## config.mk

```make
export PLATFORM = sky130hd
export DESIGN_NAME = tt_sweep_ctrl_flat
export DESIGN_NICKNAME = d
export VERILOG_FILES = /design/src/rtl/tt_sweep_ctrl_if.sv /design/src/rtl/tt_sweep_ctrl.sv /design/src/flat_wrapper.sv
export SDC_FILE = /design/constraint.sdc
export NUM_CORES = 1
export LEC_CHECK = 0
export BUFFER_PORTS_ARGS = -buffer_cell sky130_fd_sc_hd__buf_2
export CAP_MARGIN = 0
export CORE_MARGIN = 4
export CORE_UTILIZATION = 44
export DETAILED_ROUTE_END_ITERATION = 6
export GPL_TIMING_DRIVEN = 1
export PLACE_DENSITY = 0.64
export SYNTH_ARGS = -nofsm -noshare
export SYNTH_HDL_FRONTEND = slang
export SYNTH_SLANG_ARGS = --single-unit
export TNS_END_PERCENT = 50
```

## constraint.sdc

```tcl
create_clock -name clk -period 5.8 [get_ports clk]
set_input_delay 0.58 -clock clk [delete_from_list [all_inputs] [get_ports clk]]
set_output_delay 0.58 -clock clk [all_outputs]
set_load 0.03 [all_outputs]
```

## src/rtl/tt_sweep_ctrl_if.sv

```systemverilog
// Pattern / sample / result bundle between the truth-table sweep sequencer and its user.
// The selfdual result is present only when TT_SELFDUAL_EN is defined.
interface tt_sweep_ctrl_if #(
    parameter int NIN = 7
) ();
    logic                  start;
    logic                  abort;
    logic [NIN-1:0]        x_o;
    logic                  f_i;
    logic                  busy;
    logic                  done;
    logic [(1<<NIN)-1:0]   tt;
    logic [NIN:0]          ones;
`ifdef TT_SELFDUAL_EN
    logic                  selfdual;

    modport master (output start, abort, f_i, input x_o, busy, done, tt, ones, selfdual);
    modport slave  (input start, abort, f_i, output x_o, busy, done, tt, ones, selfdual);
`else
    modport master (output start, abort, f_i, input x_o, busy, done, tt, ones);
    modport slave  (input start, abort, f_i, output x_o, busy, done, tt, ones);
`endif
endinterface

```

## src/rtl/tt_sweep_ctrl.sv

```systemverilog
// Sweeps all 2^NIN input patterns of an attached function (LAT cycles deep) and captures its
// truth table and onset count. Optional TT_SELFDUAL_EN adds a registered self-duality flag.
module tt_sweep_ctrl #(
    parameter int NIN = 7,
    parameter int LAT = 0
) (
    input logic            clk,
    input logic            rst,
    tt_sweep_ctrl_if.slave bus
);
    localparam int TT_W = 1 << NIN;
    localparam int DW   = (LAT > 1) ? $clog2(LAT) : 1;

    typedef enum logic [1:0] {IDLE = 2'd0, SWEEP = 2'd1, DRAIN = 2'd2, DONE = 2'd3} state_t;

    state_t              state_r;
    state_t              state_nxt;
    logic [NIN-1:0]      x_o_r;
    logic [NIN-1:0]      x_o_nxt;
    logic                busy_r;
    logic                done_r;
    logic [TT_W-1:0]     tt_r;
    logic [TT_W-1:0]     tt_nxt;
    logic [NIN:0]        ones_r;
    logic [NIN:0]        ones_nxt;
    logic [DW-1:0]       drain_r;
    logic                start_ok_s;
    logic                abort_sweep_s;
    logic                cap_en_s;
    logic                samp_vld_s;
    logic [NIN-1:0]      samp_idx_s;

    // f(~x) == ~f(x) for every x: each table entry differs from its mirrored entry
    function automatic logic sd_check(input logic [TT_W-1:0] t);
        logic r;
        r = 1'b1;
        for (int k = 0; k < TT_W; k++) begin
            if (t[k] == t[TT_W-1-k]) begin
                r = 1'b0;
            end
        end
        return r;
    endfunction

    assign start_ok_s    = (state_r == IDLE) && bus.start && !bus.abort;
    assign abort_sweep_s = bus.abort && ((state_r == SWEEP) || (state_r == DRAIN));
    assign cap_en_s      = samp_vld_s && ((state_r == SWEEP) || (state_r == DRAIN)) && !bus.abort;

    generate
        if (LAT == 0) begin : g_nopipe
            // Purely combinational function: the sample belongs to the pattern on x_o now
            always_comb begin
                samp_vld_s = (state_r == SWEEP);
                samp_idx_s = x_o_r;
            end
        end else begin : g_pipe
            logic [LAT-1:0] vld_r;
            logic [NIN-1:0] idx_r [LAT];

            // Valid/index shift pipe aligning captured samples with the function latency
            always_ff @(posedge clk or posedge rst) begin
                if (rst) begin
                    vld_r <= '0;
                    for (int i = 0; i < LAT; i++) idx_r[i] <= '0;
                end else if (abort_sweep_s) begin
                    vld_r <= '0;
                    for (int i = 0; i < LAT; i++) idx_r[i] <= '0;
                end else begin
                    vld_r[0] <= (state_r == SWEEP);
                    idx_r[0] <= x_o_r;
                    for (int i = 1; i < LAT; i++) begin
                        vld_r[i] <= vld_r[i-1];
                        idx_r[i] <= idx_r[i-1];
                    end
                end
            end

            assign samp_vld_s = vld_r[LAT-1];
            assign samp_idx_s = idx_r[LAT-1];
        end
    endgenerate

    // Next-state and next pattern decode
    always_comb begin
        state_nxt = state_r;
        x_o_nxt   = '0;
        case (state_r)
            IDLE: begin
                if (start_ok_s) state_nxt = SWEEP;
                else            state_nxt = IDLE;
            end
            SWEEP: begin
                if (bus.abort) begin
                    state_nxt = IDLE;
                end else if (x_o_r == '1) begin
                    if (LAT > 0) state_nxt = DRAIN;
                    else         state_nxt = DONE;
                end else begin
                    state_nxt = SWEEP;
                    x_o_nxt   = x_o_r + NIN'(1'b1);
                end
            end
            DRAIN: begin
                if (bus.abort)                      state_nxt = IDLE;
                else if (drain_r == DW'(LAT - 1))   state_nxt = DONE;
                else                                state_nxt = DRAIN;
            end
            DONE:    state_nxt = IDLE;
            default: state_nxt = IDLE;
        endcase
    end

    // Truth-table and onset-count update
    always_comb begin
        tt_nxt   = tt_r;
        ones_nxt = ones_r;
        if (start_ok_s || abort_sweep_s) begin
            tt_nxt   = '0;
            ones_nxt = '0;
        end else if (cap_en_s) begin
            tt_nxt[samp_idx_s] = bus.f_i;
            ones_nxt           = ones_r + (NIN+1)'(bus.f_i);
        end else begin
            tt_nxt   = tt_r;
            ones_nxt = ones_r;
        end
    end

    // State, pattern, status and result registers
    always_ff @(posedge clk or posedge rst) begin
        if (rst) begin
            state_r <= IDLE;
            x_o_r   <= '0;
            busy_r  <= 1'b0;
            done_r  <= 1'b0;
            tt_r    <= '0;
            ones_r  <= '0;
            drain_r <= '0;
        end else begin
            state_r <= state_nxt;
            x_o_r   <= x_o_nxt;
            busy_r  <= (state_nxt == SWEEP) || (state_nxt == DRAIN);
            done_r  <= (state_nxt == DONE);
            tt_r    <= tt_nxt;
            ones_r  <= ones_nxt;
            if (state_r == DRAIN) drain_r <= drain_r + DW'(1);
            else                  drain_r <= '0;
        end
    end

    assign bus.x_o  = x_o_r;
    assign bus.busy = busy_r;
    assign bus.done = done_r;
    assign bus.tt   = tt_r;
    assign bus.ones = ones_r;

`ifdef TT_SELFDUAL_EN
    logic selfdual_r;

    // Self-duality flag, judged on the final table so it is valid alongside done
    always_ff @(posedge clk or posedge rst) begin
        if (rst) begin
            selfdual_r <= 1'b0;
        end else if (start_ok_s || abort_sweep_s) begin
            selfdual_r <= 1'b0;
        end else if (state_nxt == DONE) begin
            selfdual_r <= sd_check(tt_nxt);
        end else begin
            selfdual_r <= selfdual_r;
        end
    end

    assign bus.selfdual = selfdual_r;
`endif
endmodule

```

## src/flat_wrapper.sv

```systemverilog
// flat-port wrapper written by rule: the top's interface ports become plain ports
module tt_sweep_ctrl_flat 
#(
    parameter int NIN = 7,
    parameter int LAT = 0
)
  (clk, rst, bus_start, bus_abort, bus_f_i, bus_x_o, bus_busy, bus_done, bus_tt, bus_ones);
  tt_sweep_ctrl_if #(.NIN(NIN)) bus_i ();
  input logic clk;
  input logic rst;
  input wire logic [$bits(bus_i.start)-1:0] bus_start;
  input wire logic [$bits(bus_i.abort)-1:0] bus_abort;
  input wire logic [$bits(bus_i.f_i)-1:0] bus_f_i;
  output wire logic [$bits(bus_i.x_o)-1:0] bus_x_o;
  output wire logic [$bits(bus_i.busy)-1:0] bus_busy;
  output wire logic [$bits(bus_i.done)-1:0] bus_done;
  output wire logic [$bits(bus_i.tt)-1:0] bus_tt;
  output wire logic [$bits(bus_i.ones)-1:0] bus_ones;
  assign bus_i.start = bus_start;
  assign bus_i.abort = bus_abort;
  assign bus_i.f_i = bus_f_i;
  assign bus_x_o = bus_i.x_o;
  assign bus_busy = bus_i.busy;
  assign bus_done = bus_i.done;
  assign bus_tt = bus_i.tt;
  assign bus_ones = bus_i.ones;
  tt_sweep_ctrl #(.NIN(NIN), .LAT(LAT)) u_core (.clk(clk), .rst(rst), .bus(bus_i));
endmodule
```

==> impl_metrics.env, run 1 <==
export IMPL_status="completed"
export IMPL_placed_area_um2=8140
export IMPL_wl_per_cell_um=20.0
export IMPL_critPathArrivalTime_ps=3440
export IMPL_first_iter_violations=552
export IMPL_finalSetupViolCount=0
export IMPL_hold_buffers=0
export IMPL_yosys_top_cells_area="dfrtp_1 (50%), nand3_1 (17%), mux2i_1 (17%), buf_2 (3.1%), clkbuf_1 (1.4%)"
export IMPL_synth_edf_count=0
export IMPL_grt_overflow=0
export IMPL_drive_gt1_frac=0.249
export IMPL_total_power_mw=2.40
export IMPL_critPathLaunchType="flop"
export IMPL_ys_ff_latch=148
export IMPL_multi_input_area_um2=3340
export IMPL_dr_pass1_iters=7
export IMPL_critPathKind="flop to flop"
export IMPL_hold_path_class="input pin to asynchronous set/reset pin"
export IMPL_min_period_ps=3110
export IMPL_min_period_over_period=0.536
export IMPL_antenna_found_initial=0
export IMPL_htreeDepth=4
export IMPL_num_vias=6010
export IMPL_async_flop_share=1.00
export IMPL_avgSynthCellArea_um2=10.4
export IMPL_cts_path_max_buffers=2
export IMPL_layout_nets=815
export IMPL_ff_latch_area_um2=3700
export IMPL_numCtsBuffers=17
export IMPL_clk_pin_slew_ps=60
export IMPL_final_area_um2=8790
export IMPL_portBuffers=149
export IMPL_hold_violations=0
export IMPL_postCtsSetupRepairBufs=0
export IMPL_io_pins=150
export IMPL_synthToLayoutAreaGrowth_pct=17.6
export IMPL_grt_pass1_vias=5956
export IMPL_core_um2=16600
export IMPL_track_usage=0.216
export IMPL_synth_top_cell_area_share=0.496
export IMPL_drt_wl_total_um=20700
export IMPL_rsz0062_at_grt="false"
export IMPL_relSlewSlack=0.179
export IMPL_drtAntennaViolNets=0
export IMPL_remaining_drc_errors=0
export IMPL_fillers=1492
export IMPL_cp_max_fo=112
export IMPL_maxCapViolations=0
export IMPL_cts_sinks=148
export IMPL_die_w_um=138
export IMPL_core_rowCount=47
export IMPL_cts_tree="built"
export IMPL_post_place_ws_ps=2570
export IMPL_p_leak_nw=4.89
export IMPL_yosys_warnings=0
export IMPL_place_gp_congestion=0.759
export IMPL_critPathRequiredTime_ps=6130
export IMPL_rr_worst_depth=6
export IMPL_grt_pass1_wl_um=33400
export IMPL_clk_latency_ps=420
export IMPL_critPathCaptureType="flop"
export IMPL_holdWs_ps=267
export IMPL_viasPerCell=5.80
export IMPL_initial_core_util=0.451
export IMPL_dp_cells=1004
export IMPL_hpwl_um=12500
export IMPL_synth_cells=720
export IMPL_yosysSeqAreaShare=0.496
export IMPL_die_h_um=138
export IMPL_fin_cells=1036
export IMPL_layout_setup_ws_ps=2690
export IMPL_yosysTopAreaCell="dfrtp_1"
export IMPL_clock_root_buffer="clkbuf_16"
export IMPL_cts_resized=0
export IMPL_diodes=0
export IMPL_fin_skew_ps=14.1
export IMPL_setup_tns_ps=0
export IMPL_final_max_slew_viol_count=0
export IMPL_worstMarginPinSlew_ps=1230
export IMPL_utilization=0.530
export IMPL_yosysUniqueCellTypes=40
export IMPL_synth_nets=732
export IMPL_synth_area_um2=7470
export IMPL_vdd_ir_drop_worst_mv=0.211
export IMPL_grt_max_degree=113
export IMPL_dieArea_um2=19100
export IMPL_synth_ff_type="dfrtp_1"
export IMPL_max_clock_freq_mhz=321
export IMPL_power_density_nw_per_um2=273
-- power by group --
group,switching (mW),total (mW),internal [mW]
Combinational,0.118,0.140,0.0220
Clock,0.454,1.22,0.767
Sequential,0.00442,1.04,1.04
Total,0.576,2.40,1.83
-- worst paths after layout --
| path | from | end | slack, ps |
|---|---|---|---|
| min | rst | u_core.bus.tt[27] | 270 |
| max reg2reg | u_core.state_r[0] | u_core.bus.ones[3] | 2690 |
| min in group clk | u_core.drain_r | u_core.drain_r | 440 |
| min reg2reg | u_core.drain_r | u_core.drain_r | 440 |
| max | u_core.state_r[0] | u_core.bus.ones[3] | 2690 |
| max in group asynchronous | rst | u_core.bus.tt[28] | 4100 |
-- final cells by class --
cell class                      count  area share
Tap cell                          220      0.0313
Multi-Input combinational cell    475       0.380
Timing Repair Buffer              155      0.0900
Sequential cell                   148       0.421
Clock inverter                     15      0.0259
Inverter                            6     0.00313
Clock buffer                       17      0.0484
-- critical path, stage by stage (launching register included) --
cell	delay (ps)
dfrtp_1	350
inv_1	60
ha_1	240
nand3b_1	590
buf_4	950
nand2_1	420
a21oi_1	250
-- state kept, by name (all words and copies together) (netlist names) --
register / count
u_core.bus.done: 1
u_core.state_r: 2
u_core.bus.tt: 128
u_core.bus.x_o: 7
u_core.drain_r: 1
u_core.bus.busy: 1
u_core.bus.ones: 8
-- cell families (layout without fill, tap and decap cells) --
kind of cell               count (synthesis)  after routing  share of synthesized area
and+or+nand+nor                          317            317                      0.237
DFF                                      148            148                      0.496
muxes                                    128            128                      0.171
buffers and inverters                     97            193                     0.0645
AOI/OAI and AO/OA                         19             19                     0.0144
adders and majority gates                  7              7                     0.0117
xor gates and xnor gates                   4              4                    0.00469
-- placed cells by master (no fill, tap or decap), types with 2 or more instances in the layout --
| master | Yosys | routed |
|---|---|---|
| xnor2_1 | 3 | 3 |
| clkbuf_16 | 0 | 17 |
| dfrtp_1 | 148 | 148 |
| and4bb_2 | 2 | 2 |
| and4b_1 | 4 | 4 |
| or3_1 | 6 | 6 |
| clkinvlp_4 | 0 | 4 |
| nor4bb_1 | 4 | 4 |
| inv_6 | 0 | 3 |
| mux2i_1 | 128 | 128 |
| nand2_1 | 8 | 7 |
| nor2b_1 | 5 | 4 |
| buf_4 | 7 | 6 |
| a21oi_1 | 9 | 9 |
| nor3b_4 | 0 | 3 |
| nor2_1 | 6 | 6 |
| nor4b_4 | 3 | 3 |
| clkinv_2 | 0 | 2 |
| buf_2 | 46 | 149 |
| nor3_1 | 2 | 2 |
| inv_1 | 6 | 5 |
| nand3b_1 | 2 | 2 |
| bufinv_16 | 0 | 5 |
| and3b_1 | 3 | 3 |
| nand4_1 | 2 | 2 |
| o21ai_0 | 6 | 6 |
| ha_1 | 7 | 7 |
| nand3_1 | 259 | 258 |
-- per-layer routing --
layer,routed length (µm),global-route usage
met5,0,0
met2,10400,0.350
met1,8910,0.288
met3,1160,0.0497
met4,263,0.0707
-- synth_stat cells (2+ instances only) --
library cell,instances
nand3_1,259
dfrtp_1,148
mux2i_1,128
buf_2,46
clkbuf_1,27
a21oi_1,9
nand2_1,8
buf_4,7
ha_1,7
inv_1,6
nor2_1,6
o21ai_0,6
or3_1,6
nor2b_1,5
and4b_1,4
buf_1,4
buf_6,4
nor4bb_1,4
and3b_1,3
clkbuf_2,3
nor3b_2,3
nor4b_4,3
xnor2_1,3
and4bb_2,2
nand3b_1,2
nand4_1,2
nor3_1,2
No activity file was read; power rests on OpenSTA's default activity.
==> inputs of run 2 (changes only) <==
- PLACE_DENSITY: 0.64 -> 0.67
- clock period: 5.8 -> 2.7 ns (I/O delays scaled with it)
==> impl_metrics.env, run 2 (synthesis gave the netlist of run 1 again) <==
export IMPL_dieArea_um2=19100
export IMPL_hold_violations=0
export IMPL_setup_tns_ps=0
export IMPL_p_leak_nw=5.00
export IMPL_remaining_drc_errors=0
export IMPL_portBuffers=149
export IMPL_worstMarginPinSlew_ps=716
export IMPL_clk_pin_slew_ps=60
export IMPL_cp_top_family="buffers and inverters"
export IMPL_fin_skew_ps=7.27
export IMPL_crit_path_start="u_core.state_r[0]"
export IMPL_cts_sinks=148
export IMPL_min_period_over_period=0.710
export IMPL_track_usage=0.223
export IMPL_critPathLaunchType="flop"
export IMPL_mostFrequentLayoutCells="nand3_1 (258), buf_2 (149), dfrtp_1 (148), mux2i_1 (128), buf_4 (24)"
export IMPL_path_cells="inv_1, ha_1, nand3b_1, buf_4, nand3_1, mux2i_1"
export IMPL_final_common_cell="nand3_1"
export IMPL_max_stage_delay_ps=540
export IMPL_grt_max_degree=78
export IMPL_critPathKind="flop to flop"
export IMPL_grt_pass1_vias=6175
export IMPL_multi_input_area_um2=3340
export IMPL_utilization=0.542
export IMPL_antenna_found_initial=0
export IMPL_hold_depth=3
export IMPL_cts_path_max_buffers=2
export IMPL_ff_latch_area_um2=3700
export IMPL_crit_end="u_core.bus.tt[107]"
export IMPL_viasPerCell=5.75
export IMPL_postCtsSetupRepairBufs=0
export IMPL_critPathArrivalTime_ps=2250
export IMPL_wl_per_cell_um=19.8
export IMPL_relSlewSlack=0.521
export IMPL_rrSetupSlack_ps=780
export IMPL_io_pins=150
export IMPL_critPathRequiredTime_ps=3030
export IMPL_drtAntennaViolNets=0
export IMPL_diodes=0
export IMPL_cts_tree="built"
export IMPL_crit_cells=6
export IMPL_rr_worst_depth=6
export IMPL_layout_nets=841
export IMPL_total_power_mw=4.89
export IMPL_clock_root_buffer="clkbuf_16"
export IMPL_hold_path_class="input pin to flop"
export IMPL_timing_critical_path_buf_inv=2
export IMPL_fin_cells=1062
export IMPL_die_h_um=138
export IMPL_min_period_ps=1920
export IMPL_maxCapViolations=0
export IMPL_grt_overflow=0
export IMPL_htreeDepth=4
export IMPL_hpwl_um=12700
export IMPL_numCtsBuffers=17
export IMPL_drt_wl_total_um=21000
export IMPL_power_density_nw_per_um2=543
export IMPL_initial_core_util=0.451
export IMPL_clk_latency_ps=430
export IMPL_dp_cells=1029
export IMPL_rsz0062_at_grt="false"
export IMPL_max_clock_freq_mhz=522
export IMPL_synthToLayoutAreaGrowth_pct=20.3
export IMPL_critPathSlowestCell="buf_4"
export IMPL_critPathCaptureType="flop"
export IMPL_vdd_ir_drop_worst_mv=0.438
export IMPL_timing_rr_start="u_core.state_r[0]"
export IMPL_final_max_slew_viol_count=0
export IMPL_dr_pass1_iters=5
export IMPL_grt_pass1_wl_um=34800
export IMPL_die_w_um=138
export IMPL_num_vias=6106
export IMPL_largest_reg_flops=128
export IMPL_first_iter_violations=477
export IMPL_place_gp_congestion=0.767
export IMPL_fillers=1558
export IMPL_core_um2=16600
export IMPL_r2r_end="u_core.bus.tt[107]"
export IMPL_cp_max_fo=54
export IMPL_drive_gt1_frac=0.268
export IMPL_status="completed"
export IMPL_finalSetupViolCount=0
export IMPL_core_rowCount=47
==> run 2: through the flow <==
step / worst slack, ps / hold slack [ps] / cell area [µm²]
after global routing: 600 / 164 / 8990
after floorplan: 569 / 403 / 7470
final: 783 / 160 / 8990
after global placement: 800 / 412 / 8410
after CTS: 783 / 147 / 8990
after detailed placement: 803 / 416 / 8410
==> run 2: layout make-up <==
class | count | area share
sequential | 148 | 0.412
multi-input combinational | 475 | 0.371
timing repair buffer | 181 | 0.120
clock buffer | 19 | 0.0482
tap | 220 | 0.0306
clock inverter | 13 | 0.0152
inverter | 6 | 0.00292
==> run 2: how the worst min path moves through the flow <==
stage                   startpoint           endpoint  slack [ps]
floorplan           u_core.drain_r     u_core.drain_r         400
global placement    u_core.drain_r     u_core.drain_r         410
detailed placement  u_core.drain_r     u_core.drain_r         420
CTS                      bus_start  u_core.state_r[0]         150
global route             bus_start  u_core.state_r[0]         160
finish                   bus_start  u_core.state_r[0]         160
==> run 2: metal layers <==
layer | track usage | wire length, µm | vias up
li1 | - | - | 2790
met1 | 0.308 | 9120 | 3083
met2 | 0.352 | 10300 | 202
met3 | 0.0421 | 1120 | 31
met4 | 0.0780 | 464 | 0
met5 | 0 | 0 | -
==> run 2: repair_timing <==
action,CTS,global route
hold endpoints to repair,28,0
hold buffers,1,0
resized for setup,0,0
==> run 2: worst reg2reg max path, delay by kind of cell (launching register included) <==
kind          cells  cell delay (ps)
buf+inv           2              600
simple gates      2              440
flops             1              350
fa+ha+maj         1              230
mux               1              200
==> run 2: where the power goes <==
| part | switching (mW) | total, mW | internal [mW] |
|---|---|---|---|
| registers | 0.00960 | 2.24 | 2.23 |
| clock network | 0.957 | 2.31 | 1.35 |
| logic | 0.263 | 0.339 | 0.0762 |
| total | 1.23 | 4.89 | 3.66 |
